==> src/rtl/mul_ctrl.sv <==
`default_nettype none
// ============================================================================
// Module   : mul_ctrl
// Purpose  : Sequencing controller between the execute stage and an iterative
//            unsigned multiplier. Decodes RV32M MUL/MULH/MULHSU/MULHU, hands
//            operand magnitudes to the multiplier, sign-corrects the 64-bit
//            product and returns the selected word with a one-cycle done
//            pulse while stalling the pipeline.
// Ports    : clk_i, rst_i (async, active-high)
//            valid_i, op_i[1:0], rs1_i, rs2_i, flush_i  - request from execute
//            ready_o, stall_o, done_o, rd_o              - response to execute
//            mul_req_o, mul_a_o, mul_b_o                 - request to multiplier
//            mul_ready_i, mul_result_i                   - multiplier response
// Options  : MUL_RESULT_CACHE_EN - one-entry result cache; a hit skips the
//            multiplier and completes one cycle after accept.
// Revision : 1.0 - initial release
// ============================================================================
module mul_ctrl #(
  parameter int XLEN = 32
) (
  input  logic              clk_i,
  input  logic              rst_i,
  input  logic              valid_i,
  input  logic [1:0]        op_i,
  input  logic [XLEN-1:0]   rs1_i,
  input  logic [XLEN-1:0]   rs2_i,
  input  logic              flush_i,
  output logic              ready_o,
  output logic              stall_o,
  output logic              done_o,
  output logic [XLEN-1:0]   rd_o,
  output logic              mul_req_o,
  output logic [XLEN-1:0]   mul_a_o,
  output logic [XLEN-1:0]   mul_b_o,
  input  logic              mul_ready_i,
  input  logic [2*XLEN-1:0] mul_result_i
);

  localparam logic [1:0] S_IDLE = 2'd0;
  localparam logic [1:0] S_WAIT = 2'd1;
  localparam logic [1:0] S_FIX  = 2'd2;
  localparam logic [1:0] S_DONE = 2'd3;

  localparam logic [1:0] OP_MUL    = 2'b00;
  localparam logic [1:0] OP_MULH   = 2'b01;
  localparam logic [1:0] OP_MULHSU = 2'b10;

  localparam logic [XLEN-1:0]   ONE_X = {{(XLEN-1){1'b0}}, 1'b1};
  localparam logic [2*XLEN-1:0] ONE_P = {{(2*XLEN-1){1'b0}}, 1'b1};

  logic [1:0]        state;
  logic [1:0]        op_q;
  logic              neg_q;
  logic [2*XLEN-1:0] prod_q;

  logic              accept;
  logic              cls_a;      // rs1 treated as signed by this op
  logic              cls_b;      // rs2 treated as signed by this op
  logic              sa;
  logic              sb;
  logic [XLEN-1:0]   mag_a;
  logic [XLEN-1:0]   mag_b;
  logic [2*XLEN-1:0] prod_fix;
  logic [XLEN-1:0]   word_fix;
  logic              hit;
  logic [XLEN-1:0]   hit_word;

  // Flush has priority over a new request in the same cycle.
  assign accept = (state == S_IDLE) && valid_i && !flush_i;

  assign cls_a = (op_i == OP_MULH) || (op_i == OP_MULHSU);
  assign cls_b = (op_i == OP_MULH);
  assign sa    = cls_a && rs1_i[XLEN-1];
  assign sb    = cls_b && rs2_i[XLEN-1];

  // Two's-complement negation of the most negative value wraps to itself,
  // which is exactly its unsigned magnitude.
  assign mag_a = sa ? (~rs1_i + ONE_X) : rs1_i;
  assign mag_b = sb ? (~rs2_i + ONE_X) : rs2_i;

  assign prod_fix = neg_q ? (~prod_q + ONE_P) : prod_q;
  // The low word is sign-independent, so MUL never needs a separate path.
  assign word_fix = (op_q == OP_MUL) ? prod_fix[XLEN-1:0] : prod_fix[2*XLEN-1:XLEN];

`ifdef MUL_RESULT_CACHE_EN
  logic              c_valid;
  logic [XLEN-1:0]   c_rs1;
  logic [XLEN-1:0]   c_rs2;
  logic              c_sa;
  logic              c_sb;
  logic [2*XLEN-1:0] c_prod;
  logic [XLEN-1:0]   rs1_q;
  logic [XLEN-1:0]   rs2_q;
  logic              cls_a_q;
  logic              cls_b_q;

  always_ff @(posedge clk_i or posedge rst_i) begin
    if (rst_i) begin
      c_valid <= 1'b0;
      c_rs1   <= '0;
      c_rs2   <= '0;
      c_sa    <= 1'b0;
      c_sb    <= 1'b0;
      c_prod  <= '0;
      rs1_q   <= '0;
      rs2_q   <= '0;
      cls_a_q <= 1'b0;
      cls_b_q <= 1'b0;
    end else begin
      if (accept) begin
        rs1_q   <= rs1_i;
        rs2_q   <= rs2_i;
        cls_a_q <= cls_a;
        cls_b_q <= cls_b;
      end
      // Only products that actually completed are remembered; a flush
      // leaves any older entry intact.
      if ((state == S_FIX) && !flush_i) begin
        c_valid <= 1'b1;
        c_rs1   <= rs1_q;
        c_rs2   <= rs2_q;
        c_sa    <= cls_a_q;
        c_sb    <= cls_b_q;
        c_prod  <= prod_fix;
      end
    end
  end

  // MUL can reuse any entry with matching operands: its low word does not
  // depend on how the operands were interpreted.
  assign hit = c_valid && (rs1_i == c_rs1) && (rs2_i == c_rs2) &&
               ((op_i == OP_MUL) || ((cls_a == c_sa) && (cls_b == c_sb)));
  assign hit_word = (op_i == OP_MUL) ? c_prod[XLEN-1:0] : c_prod[2*XLEN-1:XLEN];
`else
  assign hit      = 1'b0;
  assign hit_word = '0;
`endif

  always_ff @(posedge clk_i or posedge rst_i) begin
    if (rst_i) begin
      state   <= S_IDLE;
      op_q    <= OP_MUL;
      neg_q   <= 1'b0;
      prod_q  <= '0;
      rd_o    <= '0;
      mul_a_o <= '0;
      mul_b_o <= '0;
    end else if (flush_i) begin
      state <= S_IDLE;
    end else begin
      case (state)
        S_IDLE: begin
          if (valid_i) begin
            op_q    <= op_i;
            neg_q   <= sa ^ sb;
            mul_a_o <= mag_a;
            mul_b_o <= mag_b;
            if (hit) begin
              rd_o  <= hit_word;
              state <= S_DONE;
            end else begin
              state <= S_WAIT;
            end
          end
        end
        S_WAIT: begin
          if (mul_ready_i) begin
            prod_q <= mul_result_i;
            state  <= S_FIX;
          end
        end
        S_FIX: begin
          rd_o  <= word_fix;
          state <= S_DONE;
        end
        S_DONE: state <= S_IDLE;
        default: state <= S_IDLE;
      endcase
    end
  end

  assign ready_o   = (state == S_IDLE);
  // Request is held only while waiting, which also guarantees a low gap
  // between consecutive operations.
  assign mul_req_o = (state == S_WAIT);
  assign done_o    = (state == S_DONE) && !flush_i;
  assign stall_o   = !rst_i && ((state != S_IDLE) || accept);

endmodule
`default_nettype wire

==> config.mk <==
export PLATFORM = sky130hd
export DESIGN_NAME = mul_ctrl
export DESIGN_NICKNAME = d
export VERILOG_FILES = /design/src/rtl/mul_ctrl.sv
export SDC_FILE = /design/constraint.sdc
export NUM_CORES = 1
export LEC_CHECK = 0
export CORE_ASPECT_RATIO = 1.75
export CORE_MARGIN = 1
export CORE_UTILIZATION = 50
export CTS_CLUSTER_SIZE = 20
export DETAILED_ROUTE_END_ITERATION = 10
export PLACE_DENSITY = 0.81
export SLEW_MARGIN = 20
export SYNTH_ARGS = -nofsm -noshare
export SYNTH_HDL_FRONTEND = slang
export SYNTH_SLANG_ARGS = --single-unit
export TNS_END_PERCENT = 10
==> constraint.sdc <==
create_clock -name clk_i -period 6.1 [get_ports clk_i]
set_input_delay 1.22 -clock clk_i [delete_from_list [all_inputs] [get_ports clk_i]]
set_output_delay 1.22 -clock clk_i [all_outputs]
set_load 0.01 [all_outputs]
### Word level (Yosys, flattened, before mapping)

Index checks and enable logic that the tools add are counted.
Widths: inputs -> output; s select.

* register bits after elaboration: 165
* bits of input ports: 135
* word-level logic and storage cells: 47

* add/subtract/negate cells: 3
* equal/unequal tests: 7
* multiplexer cells: 8
* bitwise operators: 5
* reductions and logical operators: 17

Operators by type and width (number)
* $mux 32: 3
* $add 32x1->32 const B: 2
* $add 64x1->64 const B: 1
* $mux 64: 1
* $not 32->32: 2
* $not 64->64: 1
* $pmux 2 s4: 1
* $eq 2x2->1 const B: 3
* $logic_and 1x1->1: 6
* $mux 2: 3
* $reduce_and 3->1: 2
* $eq 2x1->1 const B: 2
* $logic_not 2->1: 2
* $reduce_and 2->1: 2
* $ne 3x2->1 const B: 1
* $ne 3x3->1 const B: 1
* $logic_not 1->1: 2
* $logic_or 1x1->1: 2
* $reduce_bool 2->1: 1
* $not 1->1: 1
* $xor 1x1->1: 1

### Longest topological paths before layout

Gate-level depths: netlist (run 1).

* depth in word-level cells: 5
* depth in mapped cells: 10
* mapped depth without buffers: 8

### Worst setup path after synthesis (run 1)

OpenSTA, ideal clock, no wires.

* path type: in2reg
* from: input rs2_i[8]
* to: register mul_b_o[28]
* setup time: 0.133 ns
* arrival time: 3.275 ns
* required time: 5.967 ns
* setup slack: 2.692 ns
* stages: 7
* cell sequence: or3_1 or4_1 clkbuf_1 nor4_1 a31oi_1 xnor2_1 o21ai_0

* word-level cells in the longest chain between the ends: 3

RTL lines
* start: declaration: line 26 `input logic [XLEN-1:0] rs2_i,`
* $not 32->32: line 79 `assign mag_b = sb ? (~rs2_i + ONE_X) : rs2_i;`
* $add 32x1->32: line 79
* $mux 32: line 79
* end signal: assignment: line 157 `mul_b_o <= mag_b;`
* end: declaration: line 34 `output logic [XLEN-1:0] mul_b_o,`

No other way between the ends.
A chain may end at the register's enable or synchronous reset.

### Worst setup path in the final report (run 1)

* from: input flush_i
* to: output stall_o

* word-level cells in the longest chain between the ends: 4

RTL lines
* start: declaration: line 27 `input logic flush_i,`
* $logic_not 1->1: line 69 `assign accept = (state == S_IDLE) && valid_i && !flush_i;`
* $logic_and 1x1->1: line 69
* $logic_or 1x1->1: line 187 `assign stall_o = !rst_i && ((state != S_IDLE) || accept);`
* $logic_and 1x1->1: line 187
* end: declaration: line 29 `output logic stall_o,`

No other way between the ends.

==> run metrics, run 1 <==
Final Hold Violating Endpoints=0; TritonCTS Buffers=17; die height=184 µm; Worst Setup SP=flush_i; Iteration-0 DRC Markers=418; Slew headroom=40.4%; skew final=0.0153 ns; sequential area share after synthesis=43.8%; VDD IR-drop max=0.000403 V; Synth Cell Area=0.00942 mm²; Post-CTS Resized=0; Area after DPL=around 0.012 mm²; Post-Layout Cell Count=roughly 1.4k; setup violators final=0; status=completed; ys async rst share=100%; Root Buffer Master=clkbuf_16; post-route cell area=0.0125 mm²; initial antenna violation count=1; Via density=5.96; crit path max fanout=7; beginning of the worst hold path=mul_b_o[28]; worst-margin pin slew=0.889 ns; Seq cells post-synth=165; most frequent cells in the layout=clkdlybuf4s50_1, dfrtp_1, nand2_1; row count=between 60 and 70; pwr/cell area=~470 mW/mm²; crit-path cells=clkdlybuf4s50_1 > nand3b_1 > a21oi_1 > clkdlybuf4s50_1; post-DP HPWL=20.4 mm; Worst-path clk slew=~0.06 ns; crit path DAT=2.66 ns; RSZ-0062 raised after global routing=no; CTS tree=yes; Distinct cells, synth=61; clock tree buffer depth=2; GRT Util Overall=29.9%; Worst Hold Class=reg -> reg; first-pass GRT wire length=44.7 mm; RePlAce Congestion=0.929; Layout Nets=1,338; worst skew pair latency=0.45 ns; Post-CTS Setup Repair Bufs=0; hold path depth=2; GRT Residual Overflow=0; DP Cell Count=1,414; # port buffers=around 230; slowest stage cell on the critical path=clkdlybuf4s50_1; Syn. warnings=0; Fin Setup TNS=0 ns; Remaining DRCs=0; vias in the first global route=8,711; Core Area=0.0185 mm²; Die Area=0.0194 mm²; via count=~8.6k; hold_buf cts=0; Req. time, crit path=4.88 ns; I/O pin cnt=235; LEAKAGE=4.92 nW; total of max-cap violations=0; max-slew violations=0; H-tree depth=4; layout cell share with drive strength beyond 1=between 10% and 20%; r2r startpoint=prod_q[8]; crit path kind=in -> out; fmax=0.257 GHz; endpoint class of the critical path=output port; Syn Nets=1,136; Cells after Synth=993; post-layout minimum cycle time=3.88 ns; Sink Count=165; routed len/inst=~20 µm; iteration count of the initial detailed-routing pass=5; area delta synth->final=32.5%; cell repeated most along the worst path=clkdlybuf4s50_1; Horiz. Die Dim=106 µm; max incr delay on CP=0.55 ns; Initial Utilization=50.9%; Final ANT Viol Nets=0; commonest non-fill, non-tap cell in the layout=clkdlybuf4s50_1; largest net degree at the start of global routing=134; # fillers=1,477; startpoint types=input port; period utilization=63.7%; main flop type after synthesis=dfrtp_1; Post-synth EDFFs=0; Avg Inst Size Synth=9.48 µm²; r2r worst-path depth=6; wirelength, routed=28.3 mm
-- path summary, 6_finish.rpt --
kind	endpoint	slack (ns)
setup / recovery	stall_o	2.22
hold / removal	mul_b_o[28]	0.48
setup reg to reg	rd_o[25]	2.67
hold reg to reg	mul_b_o[28]	0.48
max in group asynchronous	rd_o[27]	3.69
min in group asynchronous	mul_b_o[27]	1.31
-- routing by layer --
layer | GRT usage (%) | part of all wire [%]
met1 | 30.0 | 34
met5 | 0 | 0
met2 | 54.6 | 53
met4 | 19.2 | 5.5
met3 | 7.05 | 6.8
-- power by group --
part	internal [mW]	total (mW)	switching (mW)
combinational	1.31	2.58	1.27
sequential	1.62	2.20	0.576
clock	0.634	1.08	0.448
total	3.56	5.86	2.30
-- layout make-up --
type | count | area, µm² | area share (%)
inverters | 22 | 87.6 | 0.702
well taps | 238 | 298 | 2.39
flip-flops and latches | 165 | 4130 | 33.1
multi-input cells | 745 | 4950 | 39.7
diodes | 1 | 2.50 | 0.0201
repair buffers | 244 | 2420 | 19.4
clock inverters | 7 | 68.8 | 0.551
clock buffers | 24 | 522 | 4.18
-- registers in the layout, indices dropped and copies added, names as in the netlist --
register and flops:
prod_q 64, mul_a_o 32, mul_b_o 32, rd_o 32, op_q 2, state 2, neg_q 1
-- worst max-delay path: cells and delay by family --
kind / cells / cell delay, ns
buffers and inverters: 2 / 1.05
and+or+nand+nor: 1 / 0.24
AOI/OAI and AO/OA: 1 / 0.16
-- metrics by stage --
step	setup WS (ns)	hold WS [ns]	total power, mW	util [%]
floorplan	0.418	0.464	3.51	-
global route	2.11	0.500	6.19	67.5
finish	2.22	0.478	5.86	67.5
global placement	2.19	0.454	4.66	64.2
detailed placement	2.08	0.470	4.73	64.2
CTS	2.22	0.484	5.84	67.4
-- cell usage after synthesis, drive strengths merged (2+ instances only) --
cell type,instances,area [µm²]
a221oi,5,43.8
o21a,2,15.0
and2,3,18.8
and3,2,12.5
or4,25,199
a31oi,17,106
nor3,26,135
nor2,67,254
o31a,2,17.5
nor2b,3,18.8
nand3,13,65.1
nand3b,2,15.0
o31ai,14,110
ha,8,100
o41a,2,22.5
mux2i,16,160
a21oi,39,195
or2,7,43.8
inv,21,78.8
a2111oi,3,27.5
xor2,40,350
clkbuf,53,200
or3,24,150
nor4,21,165
and4,3,26.3
nand2,104,390
o22ai,9,56.3
nand4,5,31.3
buf,8,55.1
o21ai,104,521
a22oi,5,37.5
a211oi,3,22.5
o211ai,5,37.5
mux2,66,743
nand2b,9,56.3
dfrtp,165,4130
xnor2,59,517
o41ai,15,131
a41oi,7,61.3
-- cells by family after synthesis --
kind of cell,after synthesis,share of synthesized area (%)
XOR/XNOR,99,9.21
AND/OR/NAND/NOR,318,17.2
buffers and inverters,83,3.59
adder cells (fa/ha/maj),8,1.06
AO/OA/AOI/OAI,238,15.5
multiplexers,82,9.59
flip-flops,165,43.8
(Power assumes the default switching activity.)
==> run 2, diff against run 1 <==
clock period = 3.8 ns   (was 6.1 ns; I/O delays follow)
==> run 2 against run 1 <==
Against the previous run:
- sequential cell count unchanged
- wire length down 2.0%
- cell count up 1.1%
- total power up 60%
- core utilization up 0.69 points
- setup slack worse by 1.7 ns
- design area up 1.0%
- hold slack worse by 0.0059 ns
- first-iteration DRC count down 26%
- register-to-register slack worse by 2.1 ns
- count of clock-buffer cells in the layout up 1
- via count up 0.34%
- critical path type is now reg -> reg
- highest routed layer unchanged
==> run metrics, run 2 (same netlist as run 1, synthesis figures left out) <==
max reg flops=64; setup violators final=0; Clk pwr share=17.7%; sw power=3.66 mW; RSZ-0062 raised after global routing=no; Die Area=0.0194 mm²; Horiz. Die Dim=about 110 µm; r2r startpoint=prod_q[1]; row count=66; r2r worst-path depth=8; total of max-cap violations=0; crit path kind=reg -> reg; Post-CTS Setup Repair Bufs=0; routed len/inst=between 15 and 20 µm; initial antenna violation count=0; crit path max fanout=8; fin util=68.2%; Cell Int Power=5.70 mW; max incr delay on CP=between 0.6 and 0.7 ns; # port buffers=234; GRT Residual Overflow=0; worst skew pair latency=0.44 ns; worst-margin pin slew=slightly above 0.8 ns; crit-path cells=inv_1 > ha_1 > or4b_2 > or4_4 > or4_4 > mux2i_1 > a2111oi_1 > o31ai_2; Via density=5.91; TritonCTS Buffers=17; Remaining DRCs=0; status=completed; startpoint types=flop; Slew headroom=45.3%; CTS tree=yes; most frequent cells in the layout=clkdlybuf4s50_1, dfrtp_1, nand2_1; Biggest register=prod_q; first-pass GRT wire length=between 40 and 50 mm; hold_buf cts=0; Fin Setup TNS=0 ns; Initial Utilization=50.9%; H-tree depth=4; via count=8,647; layout cell share with drive strength beyond 1=11.4%; LEAKAGE=4.99 nW; Seq pwr share=a little under two fifths; VDD IR-drop max=about 0.00051 V; die height=184 µm; largest net degree at the start of global routing=134; Root Buffer Master=clkbuf_16; slowest stage cell on the critical path=or4_4; vias in the first global route=8,688; Final Hold Violating Endpoints=0; I/O pin cnt=235; Iteration-0 DRC Markers=311; post-layout minimum cycle time=3.24 ns; Combinational Power Share=44.9%; Hold EP=rd_o[5]; reg-to-reg endpoint=rd_o[20]; final hold slack=roughly 0.47 ns; clock tree buffer depth=2; skew final=0.00806 ns; wirelength, routed=27.7 mm; Core Area=0.0185 mm²; Post-CTS Resized=0; total power=9.36 mW; crit path DAT=between 3 and 4 ns; iteration count of the initial detailed-routing pass=5; GRT Util Overall=around 30%; RePlAce Congestion=0.972; period utilization=85.2%; Req. time, crit path=4.12 ns; hold path depth=2; reg2reg setup slack=0.56 ns; switch share=39.1%; Worst-path clk slew=0.06 ns; max-slew violations=0; endpoint class of the critical path=flop; Final ANT Viol Nets=0; Layout Nets=1,354; commonest non-fill, non-tap cell in the layout=clkdlybuf4s50_1; pwr/cell area=742 mW/mm²; beginning of the worst hold path=rd_o[5]; cell repeated most along the worst path=or4_4; area delta synth->final=33.9%; antenna cells=0; Worst Hold Class=reg -> reg; fmax=0.309 GHz; Sink Count=165; post-DP HPWL=20.4 mm
[run 2: cell types whose count changed in the layout (fill, tap and decap cells not counted), moves of 4 or more]
| cell | change |
|---|---|
| clkbuf_8 | -4 |
| buf_4 | +13 |
| clkbuf_1 | +5 |
| buf_12 | +4 |
[run 2: worst max-delay path by stage]
stage,startpoint,endpoint,slack (ns),cells after the start
after detailed placement,rs1_i[14],mul_a_o[26],0.35,7
after global routing,prod_q[1],rd_o[20],0.48,8
after floorplan,prod_q[1],rd_o[20],0.72,10
final,prod_q[1],rd_o[20],0.56,8
after CTS,prod_q[1],rd_o[20],0.59,8
after global placement,rs1_i[14],mul_a_o[26],0.40,7
[run 2: power groups by stage]
stage          sequential, mW  clock (mW)  combinational [mW]
6_report                 3.50        1.66                4.20
5_1_grt                  3.60        1.76                4.56
3_5_place_dp             3.49           0                4.15
3_3_place_gp             3.46           0                4.08
4_1_cts                  3.48        1.68                4.18
2_1_floorplan            3.42           0                2.20
[run 2: cell type report]
class                   count  area, µm²
fillers                  1504       5890
flip-flops and latches    165       4130
repair buffers            260       2590
well taps                 238        298
clock buffers              25        485
clock inverters             7       72.6
inverters                  22       86.3
multi-input cells         745       4950
[run 2: metrics by stage]
step | worst slack (ns) | std cells | instance area, µm²
after floorplan | 0.724 | 993 | 9420
after global placement | 0.402 | 1429 | 12000
after detailed placement | 0.353 | 1429 | 12000
after CTS | 0.594 | 1461 | 12600
after global routing | 0.481 | 1462 | 12600
final | 0.562 | 1462 | 12600
[run 2: critical path, delay by kind of cell, from the launching register on]
family / cells / cell delay, ns
and+or+nand+nor: 3 / 1.72
AOI/OAI and AO/OA: 2 / 0.54
DFF: 1 / 0.41
adders and majority gates: 1 / 0.19
muxes: 1 / 0.16
buffers and inverters: 1 / 0.08
[run 2: routing by layer]
layer | GRT usage (%) | part of all wire (%) | routed length (µm)
met5 | 0 | 0 | 0
met4 | 19.1 | 6.0 | 1680
met3 | 6.88 | 6.8 | 1870
met2 | 53.6 | 53 | 14800
met1 | 30.3 | 34 | 9360
